==> src/rtl/noc_test_node_pkg.sv <==
// Shared NoC test-node definitions: flit field layout, coordinate width,
// body pattern, TX state encoding and flit builder helpers.
package noc_test_node_pkg;

  localparam int NOC_DATA_WIDTH = 32;
  localparam int COORD_W        = 4;

  // Header flit field positions (LSB of each field)
  localparam int HDR_DST_X_LSB = 0;
  localparam int HDR_DST_Y_LSB = 4;
  localparam int HDR_SRC_X_LSB = 8;
  localparam int HDR_SRC_Y_LSB = 12;
  localparam int HDR_LEN_LSB   = 16;
  localparam int HDR_SEQ_LSB   = 24;

  // Constant carried in the top half of every body flit
  localparam logic [15:0] BODY_PATTERN = 16'hA5A5;

  typedef enum logic [2:0] {
    TX_IDLE = 3'd0,
    TX_HEAD = 3'd1,
    TX_BODY = 3'd2,
    TX_GAP  = 3'd3,
    TX_DONE = 3'd4
  } tx_state_e;

  // Low 32 bits of a header flit; wider flits are zero-extended by the caller.
  function automatic logic [31:0] make_header(
    input logic [COORD_W-1:0] dst_x,
    input logic [COORD_W-1:0] dst_y,
    input logic [COORD_W-1:0] src_x,
    input logic [COORD_W-1:0] src_y,
    input logic [7:0]         len,
    input logic [7:0]         seq
  );
    logic [31:0] h;
    h = '0;
    h[HDR_DST_X_LSB +: COORD_W] = dst_x;
    h[HDR_DST_Y_LSB +: COORD_W] = dst_y;
    h[HDR_SRC_X_LSB +: COORD_W] = src_x;
    h[HDR_SRC_Y_LSB +: COORD_W] = src_y;
    h[HDR_LEN_LSB   +: 8]       = len;
    h[HDR_SEQ_LSB   +: 8]       = seq;
    return h;
  endfunction

  // Low 32 bits of body flit number idx of packet seq.
  function automatic logic [31:0] make_body(
    input logic [7:0] idx,
    input logic [7:0] seq
  );
    return {BODY_PATTERN, seq, idx};
  endfunction

endpackage

==> src/rtl/noc_test_rx.sv <==
// Receive checker: always ready, follows packet framing and counts complete,
// well-formed packets addressed to this node. Count saturates at 255.
module noc_test_rx
  import noc_test_node_pkg::*;
#(
  parameter int X_ID       = 0,
  parameter int Y_ID       = 0,
  parameter int DATA_WIDTH = NOC_DATA_WIDTH
) (
  input  logic                  clk_i,
  input  logic                  rst_i,
  input  logic                  valid_i,
  output logic                  ready_o,
  input  logic [DATA_WIDTH-1:0] flit_i,
  input  logic                  header_i,
  input  logic                  tail_i,
  output logic [7:0]            num_o
);

  logic       ready_q, ready_d;
  logic       in_pkt_q, in_pkt_d;
  logic       dest_ok_q, dest_ok_d;
  logic       good_q, good_d;
  logic [7:0] len_q, len_d;
  logic [7:0] seq_q, seq_d;
  logic [8:0] cnt_q, cnt_d;
  logic [7:0] num_q, num_d;

  logic       accept;
  logic       hdr_dest_ok;
  logic       body_ok;
  logic [8:0] cnt_next;
  logic       count_pkt;

  // Receive state registers
  always_ff @(posedge clk_i or posedge rst_i) begin
    if (rst_i) begin
      ready_q   <= 1'b0;
      in_pkt_q  <= 1'b0;
      dest_ok_q <= 1'b0;
      good_q    <= 1'b0;
      len_q     <= '0;
      seq_q     <= '0;
      cnt_q     <= '0;
      num_q     <= '0;
    end else begin
      ready_q   <= ready_d;
      in_pkt_q  <= in_pkt_d;
      dest_ok_q <= dest_ok_d;
      good_q    <= good_d;
      len_q     <= len_d;
      seq_q     <= seq_d;
      cnt_q     <= cnt_d;
      num_q     <= num_d;
    end
  end

  // Packet framing, body pattern check and saturating packet counter
  always_comb begin
    ready_d   = 1'b1;
    in_pkt_d  = in_pkt_q;
    dest_ok_d = dest_ok_q;
    good_d    = good_q;
    len_d     = len_q;
    seq_d     = seq_q;
    cnt_d     = cnt_q;
    num_d     = num_q;
    count_pkt = 1'b0;

    accept      = valid_i & ready_q;
    hdr_dest_ok = (flit_i[HDR_DST_X_LSB +: COORD_W] == COORD_W'(X_ID)) &&
                  (flit_i[HDR_DST_Y_LSB +: COORD_W] == COORD_W'(Y_ID));
    // cnt_q is the index this flit should carry; a count past 255 can never match
    body_ok  = (flit_i == DATA_WIDTH'(make_body(cnt_q[7:0], seq_q))) && !cnt_q[8];
    cnt_next = cnt_q + 9'd1;

    if (accept) begin
      if (header_i) begin
        // A header always (re)starts a packet, even in the middle of one
        dest_ok_d = hdr_dest_ok;
        len_d     = flit_i[HDR_LEN_LSB +: 8];
        seq_d     = flit_i[HDR_SEQ_LSB +: 8];
        cnt_d     = 9'd1;
        good_d    = 1'b1;
        if (tail_i) begin
          in_pkt_d  = 1'b0;
          count_pkt = hdr_dest_ok && (flit_i[HDR_LEN_LSB +: 8] == 8'd1);
        end else begin
          in_pkt_d = 1'b1;
        end
      end else if (in_pkt_q) begin
        cnt_d  = cnt_next;
        good_d = good_q & body_ok;
        if (tail_i) begin
          in_pkt_d  = 1'b0;
          count_pkt = dest_ok_q && good_q && body_ok && (cnt_next == {1'b0, len_q});
        end
      end
    end

    if (count_pkt && (num_q != 8'hFF)) begin
      num_d = num_q + 8'd1;
    end
  end

  assign ready_o = ready_q;
  assign num_o   = num_q;

endmodule

==> src/rtl/noc_test_node.sv <==
// NoC test endpoint: TX generates NUM_PACKETS packets of PKT_LEN flits to
// (DEST_X_ID,DEST_Y_ID); RX counts good packets addressed to (X_ID,Y_ID).
// Handshake: a flit moves on a rising edge where valid & ready are both high;
// while valid is high and ready low, flit and markers stay unchanged, and
// valid is a function of registered state only (never of ready).
// noc_rst_n is an active-high asynchronous reset despite its name.
module noc_test_node
  import noc_test_node_pkg::*;
#(
  parameter int X_ID        = 0,
  parameter int Y_ID        = 0,
  parameter int DEST_X_ID   = 1,
  parameter int DEST_Y_ID   = 1,
  parameter int DATA_WIDTH  = NOC_DATA_WIDTH,
  parameter int PKT_LEN     = 4,
  parameter int NUM_PACKETS = 16,
  parameter int GAP         = 2
) (
  input  logic                  noc_clk,
  input  logic                  noc_rst_n,
  input  logic                  receive_valid,
  output logic                  receive_ready,
  input  logic [DATA_WIDTH-1:0] receive_flit,
  input  logic                  receive_is_header,
  input  logic                  receive_is_tail,
  output logic                  sender_valid,
  input  logic                  sender_ready,
  output logic [DATA_WIDTH-1:0] sender_flit,
  output logic                  sender_is_header,
  output logic                  sender_is_tail,
  output logic [7:0]            receive_num
);

  localparam logic [7:0] LEN8 = 8'(PKT_LEN);
  localparam logic [7:0] LAST = 8'(PKT_LEN - 1);

  tx_state_e   state_q, state_d;
  logic [7:0]  seq_q, seq_d;
  logic [7:0]  idx_q, idx_d;
  logic [31:0] sent_q, sent_d;
  logic [31:0] gap_q, gap_d;
  logic [31:0] flit32;
  logic        pkt_done;

  // TX state register and counters
  always_ff @(posedge noc_clk or posedge noc_rst_n) begin
    if (noc_rst_n) begin
      state_q <= TX_IDLE;
      seq_q   <= '0;
      idx_q   <= '0;
      sent_q  <= '0;
      gap_q   <= '0;
    end else begin
      state_q <= state_d;
      seq_q   <= seq_d;
      idx_q   <= idx_d;
      sent_q  <= sent_d;
      gap_q   <= gap_d;
    end
  end

  // TX next state and flit outputs (outputs depend on state only)
  always_comb begin
    state_d          = state_q;
    seq_d            = seq_q;
    idx_d            = idx_q;
    sent_d           = sent_q;
    gap_d            = gap_q;
    pkt_done         = 1'b0;
    sender_valid     = 1'b0;
    sender_is_header = 1'b0;
    sender_is_tail   = 1'b0;
    flit32           = '0;

    case (state_q)
      TX_IDLE: begin
        state_d = (NUM_PACKETS > 0) ? TX_HEAD : TX_DONE;
      end
      TX_HEAD: begin
        sender_valid     = 1'b1;
        sender_is_header = 1'b1;
        sender_is_tail   = (PKT_LEN == 1);
        flit32 = make_header(COORD_W'(DEST_X_ID), COORD_W'(DEST_Y_ID),
                             COORD_W'(X_ID), COORD_W'(Y_ID), LEN8, seq_q);
        if (sender_ready) begin
          if (PKT_LEN > 1) begin
            state_d = TX_BODY;
            idx_d   = 8'd1;
          end else begin
            pkt_done = 1'b1;
          end
        end
      end
      TX_BODY: begin
        sender_valid   = 1'b1;
        sender_is_tail = (idx_q == LAST);
        flit32         = make_body(idx_q, seq_q);
        if (sender_ready) begin
          if (idx_q == LAST) begin
            pkt_done = 1'b1;
          end else begin
            idx_d = idx_q + 8'd1;
          end
        end
      end
      TX_GAP: begin
        if (gap_q == 32'(GAP - 1)) begin
          state_d = (sent_q < 32'(NUM_PACKETS)) ? TX_HEAD : TX_DONE;
        end else begin
          gap_d = gap_q + 32'd1;
        end
      end
      default: begin
        state_d = TX_DONE;
      end
    endcase

    // Tail accepted: advance sequence (wraps at 255) and pick gap or next packet
    if (pkt_done) begin
      seq_d  = seq_q + 8'd1;
      sent_d = sent_q + 32'd1;
      gap_d  = '0;
      if (GAP > 0) begin
        state_d = TX_GAP;
      end else begin
        state_d = (sent_d < 32'(NUM_PACKETS)) ? TX_HEAD : TX_DONE;
      end
    end
  end

  assign sender_flit = DATA_WIDTH'(flit32);

  noc_test_rx #(
    .X_ID       (X_ID),
    .Y_ID       (Y_ID),
    .DATA_WIDTH (DATA_WIDTH)
  ) u_rx (
    .clk_i    (noc_clk),
    .rst_i    (noc_rst_n),
    .valid_i  (receive_valid),
    .ready_o  (receive_ready),
    .flit_i   (receive_flit),
    .header_i (receive_is_header),
    .tail_i   (receive_is_tail),
    .num_o    (receive_num)
  );

endmodule

==> config.mk <==
export PLATFORM = sky130hd
export DESIGN_NAME = noc_test_node
export DESIGN_NICKNAME = d
export VERILOG_FILES = /design/src/rtl/noc_test_node_pkg.sv /design/src/rtl/noc_test_rx.sv /design/src/rtl/noc_test_node.sv
export SDC_FILE = /design/constraint.sdc
export NUM_CORES = 1
export LEC_CHECK = 0
export ABC_AREA = 1
export CAP_MARGIN = 20
export CORE_UTILIZATION = 57
export CTS_CLUSTER_SIZE = 28
export DETAILED_ROUTE_END_ITERATION = 10
export PLACE_DENSITY = 0.82
export REMOVE_ABC_BUFFERS = 1
export SYNTH_ARGS = -nofsm -noshare
export SYNTH_HDL_FRONTEND = slang
export SYNTH_SLANG_ARGS = --single-unit
==> constraint.sdc <==
create_clock -name noc_clk -period 4.4 [get_ports noc_clk]
set_input_delay 0.88 -clock noc_clk [delete_from_list [all_inputs] [get_ports noc_clk]]
set_output_delay 0.88 -clock noc_clk [all_outputs]
set_load 0.01 [all_outputs]
# After elaboration in Yosys (flattened, before gate mapping)

Index checks and enable logic that the tools add are counted.

Bits in registers: 120
Bits of input ports: 38
Output and inout bits: 44
Logic and storage cells: 89

Add/subtract/negate cells: 6
$lt $le $gt $ge: 1
Eq/ne operators: 16
Multiplexer cells: 31
Bitwise gates (word level): 2
Reduce and logical (&&, ||, !) cells: 20

Operator list:

| operator              | number |
|---|---|
| $mux 32               | 3 |
| $add 32x1->32 const B | 2 |
| $pmux 32 s2           | 1 |
| $eq 32x1->1 const B   | 1 |
| $eq 32x32->1          | 1 |
| $lt 32x5->1 const B   | 1 |
| $add 8x1->8 const B   | 3 |
| $mux 8                | 3 |
| $mux 9                | 2 |
| $mux 1                | 16 |
| $pmux 8 s2            | 1 |
| $mux 3                | 4 |
| $pmux 3 s4            | 1 |
| $ne 2x2->1 const B    | 5 |
| $add 9x1->9 const B   | 1 |
| $eq 9x8->1            | 1 |
| $eq 8x1->1 const B    | 1 |
| $eq 8x2->1 const B    | 1 |
| $logic_not 4->1       | 2 |
| $ne 8x8->1 const B    | 1 |
| $logic_and 1x1->1     | 7 |
| $eq 3x2->1 const B    | 2 |
| $ne 3x3->1 const B    | 2 |
| $reduce_and 2->1      | 3 |
| other kinds (8)       | 11 |

# Longest topological paths before layout

Word-level depth: 9
Mapped depth: 16
Depth with buffers taken out: 15

# By module

A second synthesis with hierarchy kept.

Cell total of the unflattened synthesis: 1271
Area total of the unflattened synthesis: 8074.0 um^2

Modules (own cells, without submodules):

| module        | instances | cells each | area each (um^2) |
|---|---|---|---|
| noc_test_node | 1         | 926        | 5765.5 |
| noc_test_rx   | 1         | 345        | 2308.5 |

# Least setup slack after synthesis

No wires, ideal clock.

Path kind: reg-to-output
Start point: reg state_q[2]
End point: out sender_flit[4]
Arrival time: 1.450 ns
Data required time: 3.520 ns
Path slack: 2.070 ns
Cell stages (with the launch flop): 8
Path through: dfrtp_1 > inv_1 > nand2_2 > nor2_4 > inv_2 > clkbuf_1 > clkbuf_1 > o21ai_0

Cells in the longest elaborated chain, start to end: 2
Elaborated cells on any way between the ends: 3
Those cells by class: 2 x eq/ne; 1 x mux

Ends and longest elaborated chain:

| what                                     | line                | source |
|---|---|---|
| start, declared                          | noc_test_node.sv:37 | `tx_state_e state_q, state_d;` |
| start signal, assigned                   | noc_test_node.sv:54 | `state_q <= state_d;` |
| $eq 3x2->1 or $eq 3x1->1 (tied branches) | noc_test_node.sv:75 | `case (state_q)` |
| $pmux 32 s2 (*)                          | noc_test_node.sv:75 |  |
| end, declared                            | noc_test_node.sv:28 | `output logic [DATA_WIDTH-1:0] sender_flit,` |

Mark *: on every way between the ends. The rest lies on a longest branch, timed or not.

# Worst setup path in the final report

Start point: reg state_q[0]
End point: out sender_flit[26]

The elaborated chain is that of the path after synthesis.

==> flow_metrics.tcl <==
set metrics [dict create \
    yosys-top-cells-area "dfrtp_1, nand2_1, inv_1" \
    fin_area_um2 8966 \
    synth_edf_count 0 \
    startpoint_type "register" \
    setup_ws_ps 1224 \
    hpwl_um 12930 \
    clock_sinks 120 \
    die_area_um2 13570 \
    tightest_slew_ps 867.1 \
    post-route-drc-count 0 \
    drv_cap 0 \
    fin_nets 1167 \
    p_sw_mw 1.364 \
    fill_cells 1054 \
    worst_skew_pair.late_latency_ps 420 \
    min_path_type "register to register" \
    seq_area_frac_synth_pct 40.19 \
    synth_common_cells "nand2_1, inv_1, dfrtp_1" \
    cts.htree.levels 4 \
    dr.pass1.iters 6 \
    fin_cells 1307 \
    ctsRootBufferMaster "clkbuf_16" \
    cts.path.max_buffers 2 \
    power_frac_seq_pct 36.8 \
    overflow 0 \
    grt_pass1_wl_um 29280 \
    crit_required_ps 3520 \
    fin_setup_tns_ps 0 \
    end_kind "output port" \
    slew_headroom_pct 42.19 \
    async_flop_share_pct 100.0 \
    die_h_um 116.5 \
    switching_share_pct 33.79 \
    ant_nets 0 \
    post_cts_resized 0 \
    numCtsBuffers 17 \
    fin_crit_sh_pct 72.19 \
    grt_util_all_layers_pct 27.73 \
    initial_core_util_pct 58.73 \
    gp_congestion 0.9809 \
    yosysWarnings 0 \
    placedCellCount 1275 \
    pwr-share-comb_pct 27.9 \
    ir_drop_mv 0.3112 \
    yosysTopAreaCell "dfrtp_1" \
    criticalPathCategory "register to output port" \
    min_period_ps 3176 \
    crit_fanout 13 \
    drtIter0Drc 682 \
    cts_tree "yes" \
    via_count 7004 \
    yosysUniqueCellTypes 43 \
    rsz0062_at_grt "no" \
    layout-drive-gt1-share_pct 5.374 \
    postSynthCellCount 1048 \
    drv_slew 0 \
    syn_area_um2 7472 \
    diodes 0 \
    ios 82 \
    grt_max_degree 62 \
    fp-row-count 41 \
    synth.avg_cell_area_um2 7.130 \
    cts.clk_slew.worst_paths_ps 60 \
    fp.coreArea_um2 12720 \
    finalPower_mw 4.037 \
    power.share.clock_pct 35.3 \
    hold_buffers 0 \
    power_density_nw_per_um2 450.2 \
    avgRoutedWirePerCell_um 13.74 \
    synth_most_common_cell "nand2_1" \
    ys.flop_type "dfrtp_1" \
    fmax_ghz 0.3148 \
    viasPerCell 5.359 \
    yosys.area.top_type_share_pct 40.19 \
    leakagePower_nw 4.103 \
    placed_area_um2 8361 \
    wirelength_um 17960 \
    antenna_found_initial 0 \
    place_ws_ps 1276 \
    grt_pass1_vias 6502 \
    intPower_mw 2.673 \
    status "completed" \
    io_buffer_count 77 \
    synthToLayoutAreaGrowth_pct 19.99 \
    arrival_ps 2300 \
    finalSetupViolations 0 \
    ys_ff_latch 120 \
    cts_setup_buffers 0 \
    hold_viol 0 \
    die_x_um 116.5 \
    fin_skew_ps 6.200 \
]
-- sequential cells by signal (all words and copies together) (netlist names), 3 cells and up --
| name | count |
|---|---|
| gap_q | 32 |
| u_rx.len_q | 8 |
| u_rx.seq_q | 8 |
| u_rx.cnt_q | 9 |
| u_rx.num_o | 8 |
| idx_q | 8 |
| seq_q | 8 |
| state_q | 3 |
| sent_q | 32 |
-- area by class of cell --
type	count	area, um^2	share of cell area (%)
inverter	145	546.8	6.098
tap	172	215.2	2.400
clock inverter	12	148.9	1.661
clock buffer	20	456.7	5.093
multi-input combinational	756	3775	42.10
timing repair buffer	82	820.8	9.154
sequential	120	3003	33.49
-- worst max-delay path: stages (launching register included) --
cell and delay [ps]:
dfrtp_1 410, inv_1 90, nor3_1 300, inv_1 290, o21ai_0 220, clkdlybuf4s50_1 560
-- final timing paths --
path                               startpoint  slack [ps]              end  depth (start not counted)
min in group asynchronous           noc_rst_n         950    u_rx.num_o[3]                          2
worst min register to register  u_rx.len_q[5]         470    u_rx.len_q[5]                          2
max in group asynchronous           noc_rst_n        2660       sent_q[14]                          3
worst max register to register     state_q[2]        1920         gap_q[3]                         11
worst min-delay path            u_rx.len_q[5]         470    u_rx.len_q[5]                          2
worst max-delay path               state_q[0]        1220  sender_flit[26]                          5
-- placed cells by master (no fill, tap or decap), types with 5 or more instances in the layout --
cell	count
ha_1	7
xnor2_1	8
nor3_1	43
nand3_1	73
nand3b_1	9
o21ai_0	63
inv_1	139
conb_1	5
a21oi_1	13
xor2_1	47
nand2_1	280
nor2_1	113
nor4_1	15
dfrtp_1	120
nand4_1	32
o21ai_1	8
clkdlybuf4s50_1	77
or2_2	7
clkbuf_16	17
o22ai_1	8
-- layer usage --
layer	wire (um)	up-vias	GRT usage, %
li1	-	3515	-
met1	8157	3232	36.43
met5	0	-	0
met3	972	37	6.020
met4	281	0	9.231
met2	8545	220	45.60
-- power groups by stage --
stage | logic, mW | registers [mW] | clock network (mW)
after floorplan | 0.703 | 1.45 | 0
after global placement | 1.09 | 1.49 | 0
after detailed placement | 1.12 | 1.49 | 0
after CTS | 1.13 | 1.48 | 1.44
after global routing | 1.27 | 1.51 | 1.49
final | 1.12 | 1.49 | 1.43
-- cells by family (layout without fill, tap and decap cells) --
family | after synthesis | after routing | synth area share (%)
AND/OR/NAND/NOR | 587 | 587 | 35.06
buffers and inverters | 175 | 259 | 9.444
flip-flops | 120 | 120 | 40.19
AO/OA/AOI/OAI | 101 | 101 | 7.284
XOR/XNOR | 56 | 56 | 6.748
adder cells (fa/ha/maj) | 7 | 7 | 1.172
other | 2 | 5 | 0.1005
-- per-stage QoR --
stage	utilization, %	hold slack, ps
after floorplan	-	434.8
after global placement	65.72	453.3
after detailed placement	65.72	459.5
after CTS	70.48	478.2
after global routing	70.48	504.9
final	70.48	471.3
Power figures use the tool's default switching activity.
